File: config.mk
export PLATFORM = sky130hd
export DESIGN_NAME = uart_tx_arbiter
export DESIGN_NICKNAME = d
export VERILOG_FILES = /design/src/rtl/uart_tx_arbiter.sv
export SDC_FILE = /design/constraint.sdc
export NUM_CORES = 1
export LEC_CHECK = 0
export ABC_AREA = 1
export BUFFER_PORTS_ARGS = -buffer_cell sky130_fd_sc_hd__buf_4
export CAP_MARGIN = 10
export CORE_MARGIN = 5
export CORE_UTILIZATION = 40
export DETAILED_ROUTE_END_ITERATION = 10
export GPL_ROUTABILITY_DRIVEN = 1
export PLACE_DENSITY = 0.77
export SLEW_MARGIN = 20
export SYNTH_ARGS = -nofsm -noshare
export SYNTH_HDL_FRONTEND = slang
export SYNTH_SLANG_ARGS = --single-unit
File: constraint.sdc
create_clock -name CLK -period 1.7 [get_ports CLK]
set_input_delay 0.34 -clock CLK [delete_from_list [all_inputs] [get_ports CLK]]
set_output_delay 0.34 -clock CLK [all_outputs]
set_load 0.01 [all_outputs]
File: src/rtl/uart_tx_arbiter.sv
// rtl/uart_tx_arbiter.sv - round-robin byte arbiter with per-requester lock in front of UART_TX; optional counter under UART_TX_ARBITER_COUNT_EN
module uart_tx_arbiter #(
  parameter int NREQ = 2
) (
  input  logic              CLK,
  input  logic              rst,
  input  logic [NREQ-1:0]   req,
  input  logic [NREQ-1:0]   lock,
  input  logic [8*NREQ-1:0] data,
  output logic [NREQ-1:0]   gnt,
  output logic [1:0]        owner,
  output logic              busy,
  output logic              uart_send,
  output logic [7:0]        uart_data,
  input  logic              uart_ready,
  output logic [15:0]       tx_count
);

  localparam logic [1:0] IDLE  = 2'd0;
  localparam logic [1:0] SEND  = 2'd1;
  localparam logic [1:0] GUARD = 2'd2;
  localparam logic [1:0] WAIT  = 2'd3;
  localparam logic [1:0] LAST  = 2'(NREQ - 1);

  logic [1:0] state;
  logic [7:0] hold;
  logic       own_lock;
  logic       own_req;
  logic       found;
  logic [1:0] win;
  logic [1:0] cand;
  logic [7:0] win_data;

  // Pick the next requester: the locked owner exclusively, otherwise round-robin after owner.
  always_comb begin
    own_lock = 1'b0;
    own_req  = 1'b0;
    found    = 1'b0;
    win      = owner;
    cand     = owner;
    win_data = 8'h00;
    for (int i = 0; i < NREQ; i++) begin
      if (owner == 2'(i)) begin
        own_lock = lock[i];
        own_req  = req[i];
      end
    end
    if (own_lock) begin
      found = own_req;
    end else begin
      for (int k = 1; k <= NREQ; k++) begin
        cand = 2'((int'(owner) + k) % NREQ);
        for (int i = 0; i < NREQ; i++) begin
          if (!found && cand == 2'(i) && req[i]) begin
            found = 1'b1;
            win   = cand;
          end
        end
      end
    end
    for (int i = 0; i < NREQ; i++) begin
      if (win == 2'(i)) begin
        win_data = data[8*i +: 8];
      end
    end
  end

  // Byte handshake sequencer: IDLE -> SEND -> GUARD -> WAIT -> IDLE.
  always_ff @(posedge CLK or posedge rst) begin
    if (rst) begin
      state <= IDLE;
      owner <= LAST;
      hold  <= 8'h00;
    end else begin
      case (state)
        IDLE: begin
          if (uart_ready && found) begin
            hold  <= win_data;
            owner <= win;
            state <= SEND;
          end
        end
        SEND:    state <= GUARD;
        GUARD:   state <= WAIT;
        default: if (uart_ready) state <= IDLE;
      endcase
    end
  end

  // Grant pulse goes to the owner only during SEND.
  always_comb begin
    gnt = '0;
    for (int i = 0; i < NREQ; i++) begin
      gnt[i] = (state == SEND) && (owner == 2'(i));
    end
  end

  assign busy      = (state != IDLE);
  assign uart_send = (state == SEND);
  assign uart_data = (state == IDLE) ? 8'h00 : hold;

`ifdef UART_TX_ARBITER_COUNT_EN
  logic [15:0] count;

  // Count every byte handed to the transmitter; wraps naturally at 16 bits.
  always_ff @(posedge CLK or posedge rst) begin
    if (rst) begin
      count <= 16'h0000;
    end else if (state == SEND) begin
      count <= count + 16'h0001;
    end
  end

  assign tx_count = count;
`else
  assign tx_count = 16'h0000;
`endif

endmodule

==> out/qor.csv <==
stage,metric,value,unit
finish,seqCellArea,301.5,um2
floorplanning,die_x,60.40,um
timing,fin_crit,1.652,ns
worst_setup_path,reg2reg_depth,8,
floorplanning,design.core.area,2455,um2
power,total_leakage_power,0.8110,nW
finish,final_core_util,0.5678,
job,cap_viol_max_count,0,
synth,ys_seq_elements,12,
worst_setup_path,cp_max_fo,7,
synth,synth_cell_types,22,
finish,fin_area,1394,um2
power,vdd_ir_drop_max,969.2,uV
clock_tree,h-tree-depth,1,
min_path,hp-class,input pin to async pin,
synth,synth_area_per_cell,6.959,um2
clock_tree,clk_latency,0.27,ns
synth,synth_top_area_cell,dfrtp_1,
synth,async_flop_share,1.000,
drt,wl_per_cell,10.93,um
drt,routed_wl,2426,um
worst_setup_path,regToRegSetupSlack,0.16,ns
floorplanning,pin_count,53,
drt,dr.first_iter.drc_count,17,
global_route,overflow,0,
worst_setup_path,startpoint,state[1],
place,gp_congestion,0.7152,
finish,antenna-diode-count,0,
worst_setup_path,cp_data_arrival_time,1.31,ns
clock_tree,path_clk_slew,0.08,ns
synth,synthFlopType,dfrtp_1,
timing,finalHoldViolCount,0,
finish,syn_to_final_growth,37.19,%
worst_setup_path,crit_type,flop to primary output,
worst_setup_path,timing.critical_path.to,uart_data[6],
worst_setup_path,r2r_start,owner[0],
clock_tree,cts-root-buf,clkbuf_4,
clock_tree,cts_sinks,12,
floorplanning,start_util,0.4139,
clock_tree,cts-hold-fix-buffers,0,
timing,setup_viol,0,
timing,slew_viol_final,0,
synth,synthTopCellsByArea,"dfrtp_1, nand2_1, buf_4",
timing,rsz0062_at_grt,true,
power,powerDensity,1495,nW/um2
global_route,grt_util_all_layers,0.1413,
place,placed_area,1271,um2
synth,synth_edf_count,0,
timing,fin_skew,0.005534,ns
synth,syn_area,1016,um2
floorplanning,die_h,60.40,um
drt,viasPerCell,4.401,
clock_tree,cts_max_path_buffers,2,
synth,seq_area_frac_synth,0.2968,
global_route,grt_pass1_wl,3905,um
synth,yosysWarnings,0,
finish,final_cells,222,
drt,drcViolationCount,0,
worst_setup_path,reg2reg_to,hold[1],
timing,fmax,605.3,MHz
timing,post-route-period-util,0.9719,
place,dp_hpwl,1862,um
synth,synth.most_common_cell,nand2_1,
finish,drive_gt1_frac,0.3750,
place,dp.cells,213,
clock_tree,cts_tree,yes,
synth,synth_cells,146,
drt,drtPass1Iterations,4,
outcome,status,"complete, no violations",
drt,drtAntennaViolNets,0,
synth,synth_top_area_frac,0.2709,
global_route,antenna_found_initial,0,
synth,synth_common_cells,"nand2_1, nand3_1, buf_4",
drt,vias,977,
floorplanning,dieArea,3648,um2
worst_setup_path,required,1.36,ns
finish,fin_nets,220,
finish,fillers,242,
floorplanning,num_rows,18,
worst_setup_path,startpoint_type,flop,
global_route,grt_pass1_vias,916,
finish,multiInputGateArea,594.3,um2
clock_tree,cts_buffers,3,
place,io_buffers,36,
worst_setup_path,cp-end-kind,primary output,
global_route,grt_max_degree,17,
timing repair:
action | CTS | global route
gates resized for setup | 1 | 13
setup buffers | 2 | 3
setup endpoints to repair | 7 | 12
critical path: stages, from the launching register on:
cell and delay, ns:
dfrtp_1 0.37, inv_2 0.08, ha_4 0.18, buf_6 0.14, nor2_2 0.13, buf_4 0.14
state kept, by name, summed over array words and instances, names as in the netlist:
register and count:
state 2, owner 2, hold 8
area by class of cell:
type | count | share of cell area
multi-input cells | 111 | 0.4264
repair buffers | 47 | 0.2558
flip-flops and latches | 12 | 0.2163
inverters | 18 | 0.04847
well taps | 30 | 0.02693
clock buffers | 4 | 0.02603
cells in the final DEF, fill, tap and decap left out:
master	count
inv_1	14
dfstp_2	1
ha_4	2
conb_1	16
inv_2	4
clkbuf_4	3
nand2_4	1
buf_6	1
nand2_1	46
nand4_4	1
nand3_2	1
ha_1	2
nor2_1	7
a21boi_4	1
nor3_1	1
nand4_2	1
a21oi_2	1
dfrtp_1	11
nor2_2	5
nand2_2	1
buf_4	46
o21ai_2	1
clkbuf_8	1
a21oi_1	1
nand3_1	22
nor2_4	1
routing by layer:
metal,part of all wire,global-route usage,vias up
li1,-,-,514
met1,0.40,0.1695,436
met2,0.52,0.2438,27
met3,0.081,0.05319,0
met4,0,0.02532,0
met5,0,0,-
report_power, final:
group,internal (mW),switching [mW]
sequential,0.415,0.0812
clock,0.130,0.0954
combinational,0.626,0.736
total,1.17,0.913
metrics by stage:
stage	worst slack [ns]	total power, mW	hold WS, ns	TNS (ns)
floorplan	0.2325	1.266	0.2040	0
global placement	0.1721	1.636	0.3766	0
detailed placement	0.1434	1.656	0.3810	0
CTS	0.006865	1.932	0.08329	0
global route	-0.02293	2.313	0.1074	-0.02293
finish	0.04783	2.084	0.06662	0
logic make-up after synthesis:
group | Yosys count | synth area share
AOI/OAI and AO/OA | 4 | 0.04064
adders and majority gates | 4 | 0.04926
buffers and inverters | 38 | 0.2180
DFF | 12 | 0.2968
other | 1 | 0.003691
and+or+nand+nor | 87 | 0.3916
how the worst min path moves through the flow:
| stage | slack, ns | cells past startpoint | to | start |
|---|---|---|---|---|
| after global routing | 0.11 | 2 | state[1] | rst |
| after floorplan | 0.20 | 1 | hold[0] | rst |
| after detailed placement | 0.38 | 2 | state[1] | rst |
| after global placement | 0.38 | 2 | state[1] | rst |
| final | 0.07 | 2 | state[1] | rst |
| after CTS | 0.08 | 2 | state[0] | rst |
Note: power is estimated with default switching activity, not from simulation.
